--- src/rtl/vpu_seq_ctrl.sv ---
// Command sequencer for the P-lane VPU: streams chunk reads from the vector buffer,
// aligns VPU controls with the returning data and issues result writes one stage later.
module vpu_seq_ctrl #(
    parameter int P      = 64,
    parameter int ADDR_W = 8,
    parameter int LEN_W  = 8
) (
    input  logic                         clk,
    input  logic                         rst,
    input  logic                         cmd_valid,
    output logic                         cmd_ready,
    input  logic [1:0]                   cmd_op,
    input  logic                         cmd_inv,
    input  logic [1:0]                   cmd_fp_dst,
    input  logic [1:0]                   cmd_fp_in0,
    input  logic [1:0]                   cmd_fp_in1,
    input  logic [1:0]                   cmd_th,
    input  logic [LEN_W-1:0]             cmd_len,
    input  logic [ADDR_W-1:0]            cmd_src_x,
    input  logic [ADDR_W-1:0]            cmd_src_y,
    input  logic [ADDR_W-1:0]            cmd_src_z,
    input  logic [ADDR_W-1:0]            cmd_dst,
    output logic                         rd_en,
    output logic [ADDR_W-1:0]            rd_addr_x,
    output logic [ADDR_W-1:0]            rd_addr_y,
    output logic [ADDR_W-1:0]            rd_addr_z,
    output logic                         vpu_first,
    output logic                         vpu_mode,
    output logic                         vpu_acc,
    output logic                         vpu_inv,
    output logic [1:0]                   vpu_fp_dst,
    output logic [1:0]                   vpu_fp_in0,
    output logic [1:0]                   vpu_fp_in1,
    output logic [1:0]                   vpu_th,
    input  logic [P-1:0]                 vpu_nonz,
    output logic                         wr_en,
    output logic [ADDR_W-1:0]            wr_addr,
    output logic                         busy,
    output logic                         done,
    output logic                         err,
    output logic [LEN_W+$clog2(P):0]     nz_count
);

    localparam int PC_W = $clog2(P) + 1;
    localparam int NZ_W = LEN_W + $clog2(P) + 1;

    localparam logic [1:0] OP_MUL    = 2'b00;
    localparam logic [1:0] OP_MULADD = 2'b01;
    localparam logic [1:0] OP_MAC    = 2'b10;
    localparam logic [1:0] OP_ILL    = 2'b11;

    typedef enum logic [1:0] {
        S_IDLE,
        S_ISSUE,
        S_DRAIN,
        S_DONE
    } state_t;

    function automatic logic [PC_W-1:0] popcount(input logic [P-1:0] v);
        logic [PC_W-1:0] c;
        c = '0;
        for (int k = 0; k < P; k++) begin
            c = c + PC_W'(v[k]);
        end
        return c;
    endfunction

    function automatic logic [NZ_W-1:0] sat_add(input logic [NZ_W-1:0] a, input logic [PC_W-1:0] b);
        logic [NZ_W:0] s;
        s = {1'b0, a} + (NZ_W + 1)'(b);
        return s[NZ_W] ? {NZ_W{1'b1}} : s[NZ_W-1:0];
    endfunction

    state_t              state_q;
    logic                cmd_ready_q, busy_q, done_q, err_q;
    logic                rd_en_q;
    logic [ADDR_W-1:0]   rd_addr_x_q, rd_addr_y_q, rd_addr_z_q;
    logic [LEN_W-1:0]    i_q;
    logic                d_q;

    logic [1:0]          op_q;
    logic                inv_q;
    logic [1:0]          fp_dst_q, fp_in0_q, fp_in1_q, th_q;
    logic [LEN_W-1:0]    len_q;
    logic [ADDR_W-1:0]   src_x_q, src_y_q, src_z_q, dst_q;

    logic                s1_vld_q, s1_last_q;
    logic [LEN_W-1:0]    s1_idx_q;
    logic                vpu_first_q, vpu_mode_q, vpu_acc_q, vpu_inv_q;
    logic [1:0]          vpu_fp_dst_q, vpu_fp_in0_q, vpu_fp_in1_q, vpu_th_q;

    logic                wr_en_q;
    logic [ADDR_W-1:0]   wr_addr_q;
    logic [NZ_W-1:0]     nz_q, nz_d;

    logic                accept;
    logic                last_rd;
    logic [LEN_W-1:0]    nxt_i;

    assign accept  = cmd_valid && cmd_ready_q;
    assign last_rd = (i_q == len_q - LEN_W'(1));
    assign nxt_i   = i_q + LEN_W'(1);

    // Command FSM and read issue (registered outputs)
    always_ff @(posedge clk or negedge rst) begin
        if (!rst) begin
            state_q     <= S_IDLE;
            cmd_ready_q <= 1'b1;
            busy_q      <= 1'b0;
            done_q      <= 1'b0;
            err_q       <= 1'b0;
            rd_en_q     <= 1'b0;
            rd_addr_x_q <= '0;
            rd_addr_y_q <= '0;
            rd_addr_z_q <= '0;
            i_q         <= '0;
            d_q         <= 1'b0;
            op_q        <= OP_MUL;
            inv_q       <= 1'b0;
            fp_dst_q    <= '0;
            fp_in0_q    <= '0;
            fp_in1_q    <= '0;
            th_q        <= '0;
            len_q       <= '0;
            src_x_q     <= '0;
            src_y_q     <= '0;
            src_z_q     <= '0;
            dst_q       <= '0;
        end else begin
            case (state_q)
                S_IDLE: begin
                    if (accept) begin
                        op_q        <= cmd_op;
                        inv_q       <= cmd_inv;
                        fp_dst_q    <= cmd_fp_dst;
                        fp_in0_q    <= cmd_fp_in0;
                        fp_in1_q    <= cmd_fp_in1;
                        th_q        <= cmd_th;
                        len_q       <= cmd_len;
                        src_x_q     <= cmd_src_x;
                        src_y_q     <= cmd_src_y;
                        src_z_q     <= cmd_src_z;
                        dst_q       <= cmd_dst;
                        i_q         <= '0;
                        cmd_ready_q <= 1'b0;
                        busy_q      <= 1'b1;
                        if (cmd_len == '0 || cmd_op == OP_ILL) begin
                            state_q <= S_DONE;
                            done_q  <= 1'b1;
                            err_q   <= (cmd_op == OP_ILL);
                        end else begin
                            state_q     <= S_ISSUE;
                            rd_en_q     <= 1'b1;
                            rd_addr_x_q <= cmd_src_x;
                            rd_addr_y_q <= cmd_src_y;
                            rd_addr_z_q <= cmd_src_z;
                        end
                    end
                end
                S_ISSUE: begin
                    if (last_rd) begin
                        state_q <= S_DRAIN;
                        rd_en_q <= 1'b0;
                        d_q     <= 1'b0;
                    end else begin
                        i_q         <= nxt_i;
                        rd_addr_x_q <= src_x_q + ADDR_W'(nxt_i);
                        rd_addr_y_q <= src_y_q + ADDR_W'(nxt_i);
                        rd_addr_z_q <= src_z_q + ADDR_W'(nxt_i);
                    end
                end
                S_DRAIN: begin
                    if (d_q) begin
                        state_q <= S_DONE;
                        done_q  <= 1'b1;
                    end else begin
                        d_q <= 1'b1;
                    end
                end
                S_DONE: begin
                    state_q     <= S_IDLE;
                    done_q      <= 1'b0;
                    err_q       <= 1'b0;
                    busy_q      <= 1'b0;
                    cmd_ready_q <= 1'b1;
                end
                default: begin
                    state_q <= S_IDLE;
                end
            endcase
        end
    end

    // Stage 1: controls aligned with buffer data; idle cycles force all zero to clear the accumulator
    always_ff @(posedge clk or negedge rst) begin
        if (!rst) begin
            s1_vld_q     <= 1'b0;
            s1_last_q    <= 1'b0;
            s1_idx_q     <= '0;
            vpu_first_q  <= 1'b0;
            vpu_mode_q   <= 1'b0;
            vpu_acc_q    <= 1'b0;
            vpu_inv_q    <= 1'b0;
            vpu_fp_dst_q <= '0;
            vpu_fp_in0_q <= '0;
            vpu_fp_in1_q <= '0;
            vpu_th_q     <= '0;
        end else if (rd_en_q) begin
            s1_vld_q     <= 1'b1;
            s1_last_q    <= last_rd;
            s1_idx_q     <= i_q;
            vpu_first_q  <= (op_q == OP_MAC) && (i_q == '0);
            vpu_mode_q   <= (op_q == OP_MAC);
            vpu_acc_q    <= (op_q == OP_MULADD);
            vpu_inv_q    <= inv_q;
            vpu_fp_dst_q <= fp_dst_q;
            vpu_fp_in0_q <= fp_in0_q;
            vpu_fp_in1_q <= fp_in1_q;
            vpu_th_q     <= th_q;
        end else begin
            s1_vld_q     <= 1'b0;
            s1_last_q    <= 1'b0;
            s1_idx_q     <= '0;
            vpu_first_q  <= 1'b0;
            vpu_mode_q   <= 1'b0;
            vpu_acc_q    <= 1'b0;
            vpu_inv_q    <= 1'b0;
            vpu_fp_dst_q <= '0;
            vpu_fp_in0_q <= '0;
            vpu_fp_in1_q <= '0;
            vpu_th_q     <= '0;
        end
    end

    // Stage 2: result write; a MAC only writes its final accumulated chunk
    always_ff @(posedge clk or negedge rst) begin
        if (!rst) begin
            wr_en_q   <= 1'b0;
            wr_addr_q <= '0;
        end else begin
            wr_en_q <= s1_vld_q && ((op_q != OP_MAC) || s1_last_q);
            if (s1_vld_q) begin
                wr_addr_q <= (op_q == OP_MAC) ? dst_q : dst_q + ADDR_W'(s1_idx_q);
            end
        end
    end

    always_comb begin
        nz_d = nz_q;
        if (accept) begin
            nz_d = '0;
        end else if (wr_en_q) begin
            nz_d = sat_add(nz_q, popcount(vpu_nonz));
        end
    end

    always_ff @(posedge clk or negedge rst) begin
        if (!rst) begin
            nz_q <= '0;
        end else begin
            nz_q <= nz_d;
        end
    end

    assign cmd_ready  = cmd_ready_q;
    assign busy       = busy_q;
    assign done       = done_q;
    assign err        = err_q;
    assign rd_en      = rd_en_q;
    assign rd_addr_x  = rd_addr_x_q;
    assign rd_addr_y  = rd_addr_y_q;
    assign rd_addr_z  = rd_addr_z_q;
    assign vpu_first  = vpu_first_q;
    assign vpu_mode   = vpu_mode_q;
    assign vpu_acc    = vpu_acc_q;
    assign vpu_inv    = vpu_inv_q;
    assign vpu_fp_dst = vpu_fp_dst_q;
    assign vpu_fp_in0 = vpu_fp_in0_q;
    assign vpu_fp_in1 = vpu_fp_in1_q;
    assign vpu_th     = vpu_th_q;
    assign wr_en      = wr_en_q;
    assign wr_addr    = wr_addr_q;
    assign nz_count   = nz_q;

endmodule

--- config.mk ---
export PLATFORM = sky130hd
export DESIGN_NAME = vpu_seq_ctrl
export DESIGN_NICKNAME = d
export VERILOG_FILES = /design/src/rtl/vpu_seq_ctrl.sv
export SDC_FILE = /design/constraint.sdc
export NUM_CORES = 1
export LEC_CHECK = 0
export ABC_AREA = 1
export BUFFER_PORTS_ARGS = -buffer_cell sky130_fd_sc_hd__clkbuf_2
export CAP_MARGIN = 0
export CORE_UTILIZATION = 55
export DETAILED_ROUTE_END_ITERATION = 16
export PLACE_DENSITY = 0.87
export SLEW_MARGIN = 20
export SYNTH_ARGS = -nofsm -noshare
export SYNTH_HDL_FRONTEND = slang
export SYNTH_SLANG_ARGS = --single-unit
--- constraint.sdc ---
create_clock -name clk -period 7.63 [get_ports clk]
set_input_delay 1.526 -clock clk [delete_from_list [all_inputs] [get_ports clk]]
set_output_delay 1.526 -clock clk [all_outputs]
set_load 0.03 [all_outputs]
==> qor.log, run 1 <==
INFO  synthesis      seq_cells_post_synth=137
INFO  synthesis      post_synth_instance_area=9480um2
INFO  synthesis      synth_fp_nets=1416
INFO  critical_path  cp_max_fo=6
INFO  critical_path  crit_path_top_delay_cell=fa_1
INFO  layout         n_diodes=0
INFO  synthesis      synthesized_area_divided_by_synthesized_cell_count=8.07um2
INFO  clock_network  clock_tree.root_cell=clkbuf_16
INFO  grt            first_pass_grt_wire_length=37500um
INFO  clock_network  cts.repair_timing.setup_buffer_count=0
INFO  clock_network  clk_pin_slew_worst_setup_hold_paths=0.06ns
INFO  clock_network  worst_skew_pair.late_latency=0.43ns
INFO  drt            remaining_drc_errors=0
INFO  timing         layout_worst_path_cycle_share=93.4%
INFO  floorplanning  placement_rows=47
INFO  drt            drt_pre_antenna_iters=6
INFO  drt            route.vias.total=8173
INFO  drt            wl_per_cell=14.0um
INFO  critical_path  cp-end-kind=flip-flop
INFO  synthesis      synth.lib_cells_used.distinct=36
INFO  layout         area_growth=17.8%
INFO  clock_network  clockBufferDepth=2
INFO  layout         final_cell_area=11200um2
INFO  critical_path  timing.critical_path.to=nz_count[0]
INFO  clock_network  cts_tree=built
INFO  clock_network  cts.htree.levels=4
INFO  synthesis      synth.largest_area_cell=dfrtp_1
INFO  critical_path  capturing_point_of_the_worst_reg2reg_path=nz_count[0]
INFO  synthesis      netlist_top_cells_area=dfrtp_1, nand2_1, fa_1
INFO  critical_path  reg2reg_from=nz_count[0]
INFO  floorplanning  fp.dieW=133um
INFO  grt            grt_pass1_vias=8071
INFO  critical_path  r2r_slack=1.93ns
INFO  timing         fin_worst_skew=0.0238ns
INFO  critical_path  slowest_delay=0.59ns
INFO  timing         max_slew_margin_vs_limit=41.9%
INFO  layout         post_route_cells_drive_above_1_share=17.1%
INFO  floorplanning  floorplan_die_area=17800um2
INFO  place          postPlaceCellArea=10600um2
INFO  timing         worstMarginPinSlew=0.872ns
INFO  critical_path  timing.critical_path.arrival=7.42ns
INFO  critical_path  cp_class=input port to flip-flop
INFO  critical_path  cp.required=7.92ns
INFO  timing         fmax=140MHz
INFO  clock_network  clock_sink_count=137
INFO  synthesis      post_synth_inst_count=1175
INFO  critical_path  reg2reg_depth=20
INFO  grt            grt_antenna_before_repair=0
INFO  timing         finalMaxSlewViolations=0
INFO  clock_network  inserted_clock_buffers=17
INFO  clock_network  cts.repair.resized=0
INFO  synthesis      yosysWarnings=0
INFO  grt            grt.total_usage=26.6%
INFO  place          port-buffer-count=182
INFO  place          routabilityCongestion=0.909
INFO  min_path       worst_hold_path_type=flip-flop to flip-flop
INFO  timing         grt_setup_unrepaired=no
INFO  timing         timing.final.setup_violations=0
INFO  critical_path  crit_path_cell_trace=clkbuf_2 -> inv_1 -> fa_1 -> inv_1 -> fa_1 -> fa_1 -> inv_1 -> fa_1 -> inv_1 -> fa_1 -> fa_1 -> fa_1 -> inv_1 -> fa_1 -> inv_1 -> ha_1 -> nand3_1 -> nand2_1 -> nand3_1 -> nand3_1 -> nand2_1 -> inv_1 -> o21ai_0 -> o21ai_0
INFO  place          place.detailed.hpwl=16700um
INFO  floorplanning  number_of_top_level_pins=183
INFO  floorplanning  core-area=16700um2
INFO  outcome        outcome=finished clean
INFO  grt            maximum_number_of_pins_on_one_net_before_global_route_repair=70
INFO  clock_network  cts_hold_repair.buffers=0
INFO  synthesis      synth_largest_type_area_fraction=35.9%
INFO  synthesis      synth-seq-area-share=36.2%
INFO  job            timing.max_cap.violations=0
INFO  drt            route.final.wire_length=22100um
INFO  drt            ant_nets=0
INFO  timing         finalHoldViolCount=0
INFO  critical_path  setup.worst_path.start_class=input port
INFO  timing         tns=0ns
INFO  grt            overflow=0
INFO  drt            first_iter_violations=703
INFO  critical_path  critical_path.most_common_cell=fa_1
INFO  layout         nNetsFinal=1592
INFO  floorplanning  die-height=133um
INFO  drt            routed_via_density=5.16
INFO  floorplanning  initial_core_util=56.8%
INFO  timing         minimum_clock_period_after_layout=7.13ns
INFO  critical_path  worst_setup_path_startpoint=vpu_nonz[35]
sequential cells by signal (all words and copies together), names as in the netlist, 8 cells and up:
signal and flops:
rd_addr_x 8, src_y_q 8, rd_addr_y 8, src_z_q 8, nz_count 15, i_q 8, len_q 8, wr_addr 8
rd_addr_z 8, src_x_q 8, dst_q 8, s1_idx_q 8
per-layer routing:
layer	wire [um]	GRT usage, %	part of all wire [%]
met5	0	0	0
met4	362	8.33	1.6
met3	1140	4.79	5.2
met2	11300	45.5	51
met1	9320	34.3	42
cell families (layout without fill, tap and decap cells):
logic type,Yosys count,count (layout),share of synthesized area (%)
xor gates and xnor gates,29,29,2.68
AOI/OAI and AO/OA,156,156,8.59
muxes,7,7,0.739
buffers and inverters,234,423,9.67
DFF,137,137,36.2
adders and majority gates,123,123,21.0
and+or+nand+nor,489,489,21.2
cell usage in the layout (no fill, tap or decap), types with 8 or more instances in the layout:
| cell type | instances |
|---|---|
| a21oi_1 | 35 |
| nand3_1 | 60 |
| clkbuf_2 | 181 |
| a31oi_1 | 8 |
| nand2_1 | 350 |
| xor2_1 | 23 |
| dfrtp_1 | 136 |
| fa_1 | 60 |
| nand4_1 | 17 |
| o21ai_0 | 89 |
| inv_1 | 199 |
| ha_1 | 63 |
| clkbuf_16 | 17 |
| o21ai_1 | 14 |
| nor2_1 | 43 |
worst min path at each step:
| stage | depth (start not counted) | startpoint | slack (ns) | to |
|---|---|---|---|---|
| final | 2 | th_q[0] | 0.46 | vpu_th[0] |
| after global routing | 2 | fp_dst_q[0] | 0.49 | fp_dst_q[0] |
| after CTS | 2 | th_q[0] | 0.46 | vpu_th[0] |
| after detailed placement | 2 | th_q[0] | 0.45 | vpu_th[0] |
| after global placement | 2 | fp_in1_q[0] | 0.44 | vpu_fp_in1[0] |
| after floorplan | 1 | op_q[1] | 0.43 | vpu_acc |
critical path: cells and delay by family:
kind | cells | cell delay [ns]
buffers and inverters | 8 | 0.53
and+or+nand+nor | 5 | 0.65
adders and majority gates | 9 | 4.47
AOI/OAI and AO/OA | 2 | 0.25
cells in the mapped netlist, drive strengths merged:
cell    number
nand2      350
inv        200
dfrtp      136
o21ai      103
ha          63
nand3       63
fa          60
nor2        47
a21oi       35
xor2        23
clkbuf      18
nand4       17
buf         14
a31oi        8
mux2i        7
xnor2        6
or2          5
nand3b       3
nor3         3
o22ai        3
a22o         2
clkinv       2
o211ai       2
a21o         1
dfstp        1
nor4         1
o21a         1
o21bai       1
area by class of cell:
cell class	instances	area, um2
fillers	1376	5530
clock inverters	12	149
repair buffers	189	970
well taps	220	275
flip-flops and latches	137	3430
multi-input cells	804	5140
clock buffers	20	447
inverters	202	758
per-stage QoR:
step	std cells	hold slack, ns	util [%]	setup WS (ns)
after global placement	1552	0.442	63.3	0.291
after floorplan	1175	0.433	-	0.469
after detailed placement	1552	0.451	63.3	0.110
final	1584	0.460	66.9	0.502
after global routing	1584	0.491	66.9	0.169
after CTS	1584	0.464	66.9	0.523
Power of run 1 is not shown: default switching activity piles up to over one toggle a cycle in this logic, so the estimate is an artifact.
==> run 2, diff against run 1 <==
--- a/config.mk
+++ b/config.mk
@@ -9,6 +9,7 @@
 export BUFFER_PORTS_ARGS = -buffer_cell sky130_fd_sc_hd__clkbuf_2
 export CAP_MARGIN = 0
 export CORE_UTILIZATION = 55
+export CTS_BUF_LIST = sky130_fd_sc_hd__clkbuf_4 sky130_fd_sc_hd__clkbuf_8
 export DETAILED_ROUTE_END_ITERATION = 16
 export PLACE_DENSITY = 0.87
 export SLEW_MARGIN = 20
==> qor.log, run 2 (same netlist as run 1, synthesis figures left out) <==
INFO  timing         fmax=141MHz
INFO  grt            grt.total_usage=26.0%
INFO  layout         multi_input_gate_area_in_the_final_layout=5140um2
INFO  critical_path  cp-end-kind=flip-flop
INFO  timing         whs=0.464ns
INFO  clock_network  cts.htree.levels=4
INFO  drt            routed_via_density=5.14
INFO  timing         worstMarginPinSlew=0.872ns
INFO  timing         fin_worst_skew=0.0128ns
INFO  clock_network  clk_pin_slew_worst_setup_hold_paths=0.07ns
INFO  layout         n_diodes=0
INFO  drt            route.vias.total=8146
INFO  clock_network  cts.repair.resized=0
INFO  timing         finalHoldViolCount=0
INFO  clock_network  inserted_clock_buffers=17
INFO  drt            wl_per_cell=13.7um
INFO  place          place.detailed.hpwl=16700um
INFO  floorplanning  core-area=16700um2
INFO  layout         post_route_cells_drive_above_1_share=17.2%
INFO  floorplanning  initial_core_util=56.8%
INFO  clock_network  clockBufferDepth=2
INFO  drt            remaining_drc_errors=0
INFO  layout         nNetsFinal=1592
INFO  place          dp_cells=1552
INFO  timing         max_slew_margin_vs_limit=41.9%
INFO  place          port-buffer-count=182
INFO  timing         grt_setup_unrepaired=no
INFO  timing         tns=0ns
INFO  timing         timing.final.setup_violations=0
INFO  drt            ant_nets=0
INFO  place          routabilityCongestion=0.909
INFO  grt            grt_pass1_vias=7920
INFO  critical_path  timing.critical_path.arrival=7.40ns
INFO  clock_network  cts.repair_timing.setup_buffer_count=0
INFO  floorplanning  fp.dieW=133um
INFO  layout         fill_cells=1403
INFO  floorplanning  die-height=133um
INFO  floorplanning  number_of_top_level_pins=183
INFO  outcome        outcome=finished clean
INFO  critical_path  cp.required=7.95ns
INFO  critical_path  cp_class=input port to flip-flop
INFO  clock_network  cts_hold_repair.buffers=0
INFO  layout         mostFrequentLayoutCell=nand2_1
INFO  critical_path  setup.worst_path.start_class=input port
INFO  floorplanning  floorplan_die_area=17800um2
INFO  layout         final_cell_count_no_fill=1584
INFO  timing         finalMaxSlewViolations=0
INFO  layout         layout.area.seq=3430um2
INFO  clock_network  worst_skew_pair.late_latency=0.46ns
INFO  drt            first_iter_violations=499
INFO  drt            drt_pre_antenna_iters=5
INFO  clock_network  clock_sink_count=137
INFO  layout         layout_common_cells=nand2_1, inv_1, clkbuf_2
INFO  clock_network  clock_tree.root_cell=clkbuf_8
INFO  job            timing.max_cap.violations=0
INFO  timing         minimum_clock_period_after_layout=7.09ns
INFO  grt            maximum_number_of_pins_on_one_net_before_global_route_repair=70
INFO  grt            first_pass_grt_wire_length=36900um
INFO  layout         layout.core_utilization=65.8%
INFO  grt            overflow=0
INFO  timing         layout_worst_path_cycle_share=92.9%
INFO  floorplanning  placement_rows=47
INFO  clock_network  cts_tree=built
INFO  grt            grt_antenna_before_repair=0
INFO  layout         largest_register_ffs=15
INFO  critical_path  cp_max_fo=6
INFO  drt            route.final.wire_length=21700um
INFO  layout         area_growth=15.9%
INFO  min_path       worst_hold_path_type=flip-flop to flip-flop
run 2: layout make-up:
type / count / share of cell area [%]
clock buffer: 20 / 2.39
timing repair buffer: 189 / 8.82
multi-input combinational: 804 / 46.8
clock inverter: 12 / 1.35
tap: 220 / 2.50
inverter: 202 / 6.90
sequential: 137 / 31.2
run 2: critical path, cell delays in order:
cell	delay, ns
clkbuf_2	0.07
inv_1	0.04
fa_1	0.53
inv_1	0.05
fa_1	0.42
fa_1	0.55
inv_1	0.06
fa_1	0.52
inv_1	0.05
fa_1	0.53
fa_1	0.46
fa_1	0.55
inv_1	0.05
fa_1	0.59
inv_1	0.07
ha_1	0.31
nand3_1	0.09
nand2_1	0.13
nand3_1	0.11
nand3_1	0.11
nand2_1	0.21
buf_4	0.17
nand3_1	0.07
nand2_1	0.05
o21ai_0	0.09
run 2: worst paths after layout:
check / startpoint / endpoint / slack [ns] / cells after the start
worst max-delay path: vpu_nonz[35] / nz_count[10] / 0.54 / 25
worst min-delay path: fp_in0_q[0] / vpu_fp_in0[0] / 0.46 / 2
worst max register to register: nz_count[0] / nz_count[10] / 1.93 / 21
worst min register to register: fp_in0_q[0] / vpu_fp_in0[0] / 0.46 / 2
max in group asynchronous: rst / rd_addr_y[1] / 5.29 / 2
min in group asynchronous: rst / fp_in0_q[0] / 1.04 / 1
run 2: per-layer routing:
layer / wire length [um] / track usage, %
met1: 9260 / 34.1
met5: 0 / 0
met4: 265 / 7.07
met2: 11100 / 44.4
met3: 1060 / 4.57
run 2: metrics by stage:
| step | instance area (um2) | setup WS (ns) |
|---|---|---|
| after floorplan | 9480 | 0.469 |
| after global placement | 10600 | 0.291 |
| after detailed placement | 10600 | 0.110 |
| after CTS | 11000 | 0.555 |
| after global routing | 11000 | 0.205 |
| final | 11000 | 0.545 |
Power of run 2 is left out for the same reason.
